## src/rtl/microsequencer_pkg.sv

```systemverilog
`default_nettype none
// ============================================================================
// Module      : microsequencer_pkg
// Description : Shared constants for the microsequencer and the microcode ROM.
//               Holds the microinstruction codes, the field widths and the
//               contents of the three fixed dispatch tables.
// Revision    : 1.0 - initial release
// ============================================================================
package microsequencer_pkg;

  localparam int STATE_W = 4;
  localparam int MICRO_W = 4;
  localparam int SYM_W   = 2;
  localparam int SEL_W   = 2;

  // Every code from 5 up is illegal and sends the sequencer back to start.
  typedef enum logic [MICRO_W-1:0] {
    OP_NEXT    = 4'd0,
    OP_DISP1   = 4'd1,
    OP_DISP2   = 4'd2,
    OP_DISP3   = 4'd3,
    OP_RESTART = 4'd4
  } micro_op_e;

  // Dispatch tables D1/D2/D3, selected by sel = 1/2/3 and indexed by sym.
  // sel = 0 is not a dispatch and returns state 0.
  function automatic logic [STATE_W-1:0] dispatch_target(
    input logic [SEL_W-1:0] sel,
    input logic [SYM_W-1:0] sym
  );
    logic [STATE_W-1:0] t;
    case ({sel, sym})
      4'b01_00: t = 4'd4;
      4'b01_01: t = 4'd5;
      4'b01_10: t = 4'd6;
      4'b01_11: t = 4'd10;
      4'b10_00: t = 4'd11;
      4'b10_01: t = 4'd12;
      4'b10_10: t = 4'd0;
      4'b10_11: t = 4'd0;
      4'b11_00: t = 4'd7;
      4'b11_01: t = 4'd8;
      4'b11_10: t = 4'd9;
      4'b11_11: t = 4'd0;
      default:  t = 4'd0;
    endcase
    return t;
  endfunction

endpackage
`default_nettype wire

```

## src/rtl/microsequencer_dispatch_rom.sv

```systemverilog
`default_nettype none
// ============================================================================
// Module      : microsequencer_dispatch_rom
// Description : Combinational dispatch table lookup: table select plus input
//               symbol in, target state out.
// Revision    : 1.0 - initial release
// ============================================================================
module microsequencer_dispatch_rom
  import microsequencer_pkg::*;
(
  input  logic [SEL_W-1:0]   table_sel,
  input  logic [SYM_W-1:0]   sym,
  output logic [STATE_W-1:0] target
);

  // Pure table lookup; the contents live in the shared package.
  always_comb begin
    target = dispatch_target(table_sel, sym);
  end

endmodule
`default_nettype wire

```

## src/rtl/microsequencer.sv

```systemverilog
`default_nettype none
// ============================================================================
// Module      : microsequencer
// Description : Next-state stage of the microprogrammed controller. Holds the
//               state register addressing the microcode ROM, decodes the
//               returned microinstruction and consumes input symbols through
//               a valid/ready handshake on dispatch steps.
// Revision    : 1.0 - initial release
// ============================================================================
module microsequencer
  import microsequencer_pkg::*;
#(
  parameter int                 CNT_W       = 8,
  parameter logic [STATE_W-1:0] START_STATE = 4'd0
) (
  input  logic               clk,
  input  logic               reset,
  input  logic [MICRO_W-1:0] micro_in,
  output logic [STATE_W-1:0] state,
  input  logic [SYM_W-1:0]   sym,
  input  logic               sym_valid,
  output logic               sym_ready,
  output logic               done,
  output logic               err,
  output logic [CNT_W-1:0]   sym_count
);

  logic [STATE_W-1:0] state_q, state_d;
  logic               done_q, done_d;
  logic               err_q, err_d;
  logic [CNT_W-1:0]   sym_count_q, sym_count_d;
  logic [STATE_W-1:0] disp_target;
  logic               is_dispatch;

  // The low two bits of a dispatch code (1/2/3) directly select the table.
  microsequencer_dispatch_rom u_dispatch_rom (
    .table_sel (micro_in[SEL_W-1:0]),
    .sym       (sym),
    .target    (disp_target)
  );

  // Decode the microinstruction into next state, flags and handshake.
  always_comb begin
    state_d     = state_q;
    done_d      = 1'b0;
    err_d       = err_q;
    sym_count_d = sym_count_q;
    is_dispatch = 1'b0;
    case (micro_in)
      OP_NEXT: begin
        state_d = state_q + 4'd1;
      end
      OP_DISP1, OP_DISP2, OP_DISP3: begin
        is_dispatch = 1'b1;
        // Without a valid symbol the step stalls with the state held.
        if (sym_valid) begin
          state_d = disp_target;
          if (sym_count_q != {CNT_W{1'b1}}) begin
            sym_count_d = sym_count_q + CNT_W'(1);
          end
        end
      end
      OP_RESTART: begin
        state_d = START_STATE;
        done_d  = 1'b1;
      end
      default: begin
        state_d = START_STATE;
        err_d   = 1'b1;
      end
    endcase
    // Ready is suppressed under reset so a symbol offered then is not taken.
    sym_ready = is_dispatch & ~reset;
  end

  // State register, registered done pulse, sticky error and symbol counter.
  always_ff @(posedge clk) begin
    if (reset) begin
      state_q     <= START_STATE;
      done_q      <= 1'b0;
      err_q       <= 1'b0;
      sym_count_q <= '0;
    end else begin
      state_q     <= state_d;
      done_q      <= done_d;
      err_q       <= err_d;
      sym_count_q <= sym_count_d;
    end
  end

  assign state     = state_q;
  assign done      = done_q;
  assign err       = err_q;
  assign sym_count = sym_count_q;

endmodule
`default_nettype wire

```

## config.mk

```make
export PLATFORM = sky130hd
export DESIGN_NAME = microsequencer
export DESIGN_NICKNAME = d
export VERILOG_FILES = /design/src/rtl/microsequencer_pkg.sv /design/src/rtl/microsequencer_dispatch_rom.sv /design/src/rtl/microsequencer.sv
export SDC_FILE = /design/constraint.sdc
export NUM_CORES = 1
export LEC_CHECK = 0
export ABC_AREA = 1
export CORE_UTILIZATION = 35
export DETAILED_ROUTE_END_ITERATION = 7
export SYNTH_ARGS = -nofsm -noshare
export SYNTH_HDL_FRONTEND = slang
export SYNTH_SLANG_ARGS = --single-unit
```

## constraint.sdc

```tcl
create_clock -name clk -period 3.6 [get_ports clk]
set_clock_uncertainty 0.05 [all_clocks]
set_input_delay 0.54 -clock clk [delete_from_list [all_inputs] [get_ports clk]]
set_output_delay 0.54 -clock clk [all_outputs]
set_load 0.03 [all_outputs]
```

==> flow_summary.yaml, run 1 <==
drt:
  via_per_inst: 4.71
  wirelength_mm: 1.89
  routedWlPerCell_microns: 9.60
  drtAntennaViolNets: 0
  vias: 927
  firstDrtPassIters: 5
  drc: 0
  drt-initial-drc-count: 8
pwr:
  powerDensity_nw_per_um2: 274
  p_int_uw: 243
  pwr-share-comb: 0.174
  vdd_ir_drop_max_v: 0.000193
  swShare: 0.266
  power.total_uw: 332
  switchingPower_uw: 88.2
  power.leakage_uw: 0.000552
  power.clock.fraction: 0.340
  seqPwrFrac: 0.486
final_layout:
  area_delta_synth_final_pct: 31.4
  antennaDiodeCount: 0
  drive_above_1_share: 0.0719
  stdcell_count: 197
  stdcell_area_sq_um: 1210
  finalNetCount: 183
clock_network:
  insertion_delay_ns: 0.28
  cts_setup_buffers: 0
  cts_resized: 0
  h-tree-depth: 1
  cts_tree: "yes"
  numCtsBuffers: 3
  cts.reportedPaths.clkPinSlew_ns: 0.08
  root_buffer: "clkbuf_4"
  max-clock-path-buffers: 2
  clock_sinks: 14
  cts-hold-fix-buffers: 0
timing:
  fin_setup_tns_ns: 0
  hold_viol: 0
  rsz0062_at_grt: "false"
  max_freq_ghz: 0.364
  period_share: 0.764
  slew_violations: 0
  tightest_slew_ns: 0.495
  fin_ws_ns: 0.851
  post-route-min-period_ns: 2.75
  relSlewSlack: 0.669
  finalSetupViolations: 0
placed_design:
  port_buffers: 23
  gp_congestion: 0.897
  placed_cells: 193
  place_ws_ns: 0.860
  hpwl_mm: 1.46
  placed_area_sq_um: 1170
status:
  status: "completed"
logic_synthesis:
  synth.distinct_cells: 21
  async_flop_share: 0
  yosys.area_share.simple: 0.376
  synth_top_family_by_area: "simple AND/OR/NAND/NOR gates"
  synth-edff-count: 0
  synth_mux_area_frac: 0
  synth.largest_area_cell: "dfxtp_1"
  synth_area_leaders: "dfxtp_1 (30%), nand2_1 (19%), ha_1 (8.2%), inv_1 (7.7%), a21oi_1 (6.0%)"
  synth_compound_area_frac: 0.0978
  netlist_area_sq_um: 921
  synthTopCellsByCount: "nand2_1 (47), inv_1 (19), dfxtp_1 (14)"
  yosys_warnings: 0
  synthCells: 142
  synth-seq-cells: 14
  synth_area_per_cell_sq_um: 6.49
  synth-xor-area-share: 0.0380
  synth.top_cell.area_share: 0.304
  synth_top_flop_cell: "dfxtp_1"
  seq_area_frac_synth: 0.304
  syn_nets: 157
  synth_most_common_cell: "nand2_1"
  synth_fa_ha_area_frac: 0.0815
die:
  ios: 24
  chipHeight_microns: 53.3
  rows: 18
  start_util: 0.372
  dieArea_sq_um: 2840
  coreArea_sq_um: 2480
  fp.dieW_microns: 53.3
grt:
  grt_max_degree: 14
  grtUsageTotal: 0.153
  grt.overflow.total: 0
  grt_pass1_vias: 775
  grt_pass1_wl_mm: 3.14
  antenna_found_initial: 0
flow_run:
  maxCapViolations: 0
worst_setup_path:
  worstSetupPathType: "input pin to output port"
  cp.required_ns: 3.01
  cp.arrival_ns: 2.16
  endpoint_kind: "output port"
  cp_max_fo: 6
  startpoint_type: "input pin"
worst_hold_path:
  hp-class: "register to register"
critical path, stage by stage:
cell	delay [ns]
clkdlybuf4s50_1	0.59
inv_2	0.10
nand2_4	0.09
nand2_4	0.07
nor2_1	0.09
clkdlybuf4s50_1	0.68
worst paths after layout:
| kind | from | endpoint | slack, ns | depth (start not counted) |
|---|---|---|---|---|
| setup / recovery | micro_in[0] | sym_ready | 0.85 | 6 |
| hold reg to reg | err | err | 0.40 | 2 |
| setup reg to reg | sym_count[1] | sym_count[7] | 2.04 | 8 |
| hold / removal | err | err | 0.40 | 2 |
metal layers:
| layer | vias up | GRT usage | part of all wire |
|---|---|---|---|
| li1 | 492 | - | - |
| met1 | 403 | 0.178 | 0.48 |
| met2 | 28 | 0.242 | 0.44 |
| met3 | 4 | 0.0575 | 0.063 |
| met4 | 0 | 0.0746 | 0.013 |
| met5 | - | 0 | 0 |
stage by stage:
| stage | utilization | hold WS (ns) |
|---|---|---|
| after floorplan | - | 0.525 |
| after global placement | 0.474 | 0.389 |
| after detailed placement | 0.474 | 0.390 |
| after CTS | 0.488 | 0.404 |
| after global routing | 0.488 | 0.445 |
| final | 0.488 | 0.399 |
flip-flops by register name (all words and copies together), names as in the netlist:
register,count
err,1
state,4
sym_count,8
done,1
layout make-up:
type                       instances  area (sq um)
inverter                          21          78.8
fill                             271          1270
timing repair buffer              23           230
sequential                        14           280
multi-input combinational        105           547
tap                               30          37.5
clock buffer                       4          36.3
power groups by stage:
stage | Clock (uW) | Sequential [uW] | Combinational (uW)
after floorplan | 0 | 171 | 27.0
after global placement | 0 | 165 | 56.7
after detailed placement | 0 | 165 | 57.5
after CTS | 120 | 161 | 57.8
after global routing | 127 | 162 | 64.4
final | 113 | 161 | 57.7
cell usage in the layout (no fill, tap or decap), drive strengths merged, types with 4 or more instances in the layout:
cell type,netlist,layout
clkbuf,1,4
a21oi,11,11
nor2,14,14
inv,21,21
o21ai,4,4
dfxtp,14,14
ha,6,6
nand2,50,50
nand3,11,11
clkdlybuf4s50,0,23
logic make-up after synthesis:
kind of cell               count (synthesis)
and+or+nand+nor                           79
adders and majority gates                  6
AOI/OAI and AO/OA                         16
DFF                                       14
buffers and inverters                     23
xor gates and xnor gates                   4
Power figures use the tool's default switching activity.
==> inputs of run 2 (changes only) <==
- clock period: 3.6 -> 2.3 ns (I/O delays scaled with it)
==> flow_summary.yaml, run 2 (same netlist as run 1, synthesis figures left out) <==
status:
  status: "completed"
die:
  chipHeight_microns: 53.3
  dieArea_sq_um: 2840
  rows: 18
  coreArea_sq_um: 2480
  start_util: 0.372
  ios: 24
  fp.dieW_microns: 53.3
clock_network:
  h-tree-depth: 1
  cts_tree: "yes"
  clock_sinks: 14
  cts.reportedPaths.clkPinSlew_ns: 0.09
  max-clock-path-buffers: 2
  insertion_delay_ns: 0.28
  numCtsBuffers: 3
  root_buffer: "clkbuf_4"
  cts_resized: 0
  cts_setup_buffers: 0
  cts-hold-fix-buffers: 0
grt:
  grt_pass1_wl_mm: 3.29
  grt_max_degree: 13
  antenna_found_initial: 0
  grt_pass1_vias: 818
  grt.overflow.total: 0
  grtUsageTotal: 0.161
drt:
  drtAntennaViolNets: 0
  vias: 930
  drc: 0
  firstDrtPassIters: 4
  via_per_inst: 4.70
  wirelength_mm: 1.92
  routedWlPerCell_microns: 9.71
  drt-initial-drc-count: 10
worst_setup_path:
  startpoint_type: "input pin"
  cp.required_ns: 1.90
  crit_slowest_cell: "clkdlybuf4s50_1"
  critPathMaxStageDelay_ns: 0.56
  worstSetupPathType: "input pin to output port"
  cp_max_fo: 5
  endpoint_kind: "output port"
  cp.arrival_ns: 1.45
  r2r_cells: 8
  path_cells: "clkdlybuf4s50_1 -> inv_2 -> nand2_4 -> nand2_4 -> nor2_1 -> buf_4"
  crit_top_cell: "nand2_4"
placed_design:
  placed_cells: 194
  gp_congestion: 0.893
  port_buffers: 23
  hpwl_mm: 1.54
timing:
  finalSetupViolations: 0
  holdWs_ns: 0.402
  hold_viol: 0
  tightest_slew_ns: 0.308
  post-route-min-period_ns: 1.85
  rsz0062_at_grt: "false"
  period_share: 0.803
  fin_setup_tns_ns: 0
  slew_violations: 0
  max_freq_ghz: 0.541
  relSlewSlack: 0.794
flow_run:
  maxCapViolations: 0
final_layout:
  antennaDiodeCount: 0
  stdcell_count: 198
  post-route-util: 0.490
  final_common_cell: "nand2_1"
  drive_above_1_share: 0.0833
  multi_input_area_sq_um: 547
  finalNetCount: 184
  area_delta_synth_final_pct: 31.9
  largest_register_ffs: 8
  n_fill_cell: 273
  register_area_sq_um: 280
  mostFrequentLayoutCells: "nand2_1 (47), clkdlybuf4s50_1 (22), inv_1 (19)"
worst_hold_path:
  hp-class: "register to register"
  hold_path_depth: 2
pwr:
  powerDensity_nw_per_um2: 429
  vdd_ir_drop_max_v: 0.000316
  power.leakage_uw: 0.000559
## run 2: changes by cell type in the layout (fill, tap and decap cells not counted)
| cell | previous run | this run |
|---|---|---|
| buf_4 | 0 | 2 |
| clkdlybuf4s50_1 | 23 | 22 |
## run 2: final cells by class
class / instances / area share
multi-input cells: 105 / 0.450
flip-flops and latches: 14 / 0.231
repair buffers: 24 / 0.194
inverters: 21 / 0.0649
well taps: 30 / 0.0309
clock buffers: 4 / 0.0299
## run 2: path summary, 6_finish.rpt
| check | start | endpoint | slack (ns) |
|---|---|---|---|
| setup / recovery | micro_in[1] | sym_ready | 0.45 |
| hold / removal | err | err | 0.40 |
| setup reg to reg | sym_count[1] | sym_count[1] | 0.72 |
| hold reg to reg | err | err | 0.40 |
## run 2: critical path, delay by kind of cell
family / cells / cell delay (ns)
buf+inv: 3 / 0.83
simple gates: 3 / 0.28
## run 2: routing by layer
metal / GRT usage / part of all wire / routed length (microns) / vias up
met5: 0 / 0 / 0 / -
met4: 0.0658 / 0.0068 / 13 / 0
met3: 0.0431 / 0.048 / 93 / 2
met2: 0.258 / 0.45 / 865 / 18
met1: 0.199 / 0.49 / 949 / 416
li1: - / - / - / 494
## run 2: power by group
part	switching, uW	internal, uW	total [uW]
logic	52.2	37.9	90.1
registers	4.75	247	252
clock network	82.9	96.2	179
## run 2: through the flow
stage | power, uW | instance area, sq um | setup slack, ns
final | 521 | 1210 | 0.452
after global routing | 552 | 1210 | 0.374
after CTS | 528 | 1210 | 0.443
after detailed placement | 349 | 1180 | 0.360
after global placement | 347 | 1180 | 0.418
after floorplan | 310 | 921 | 0.746
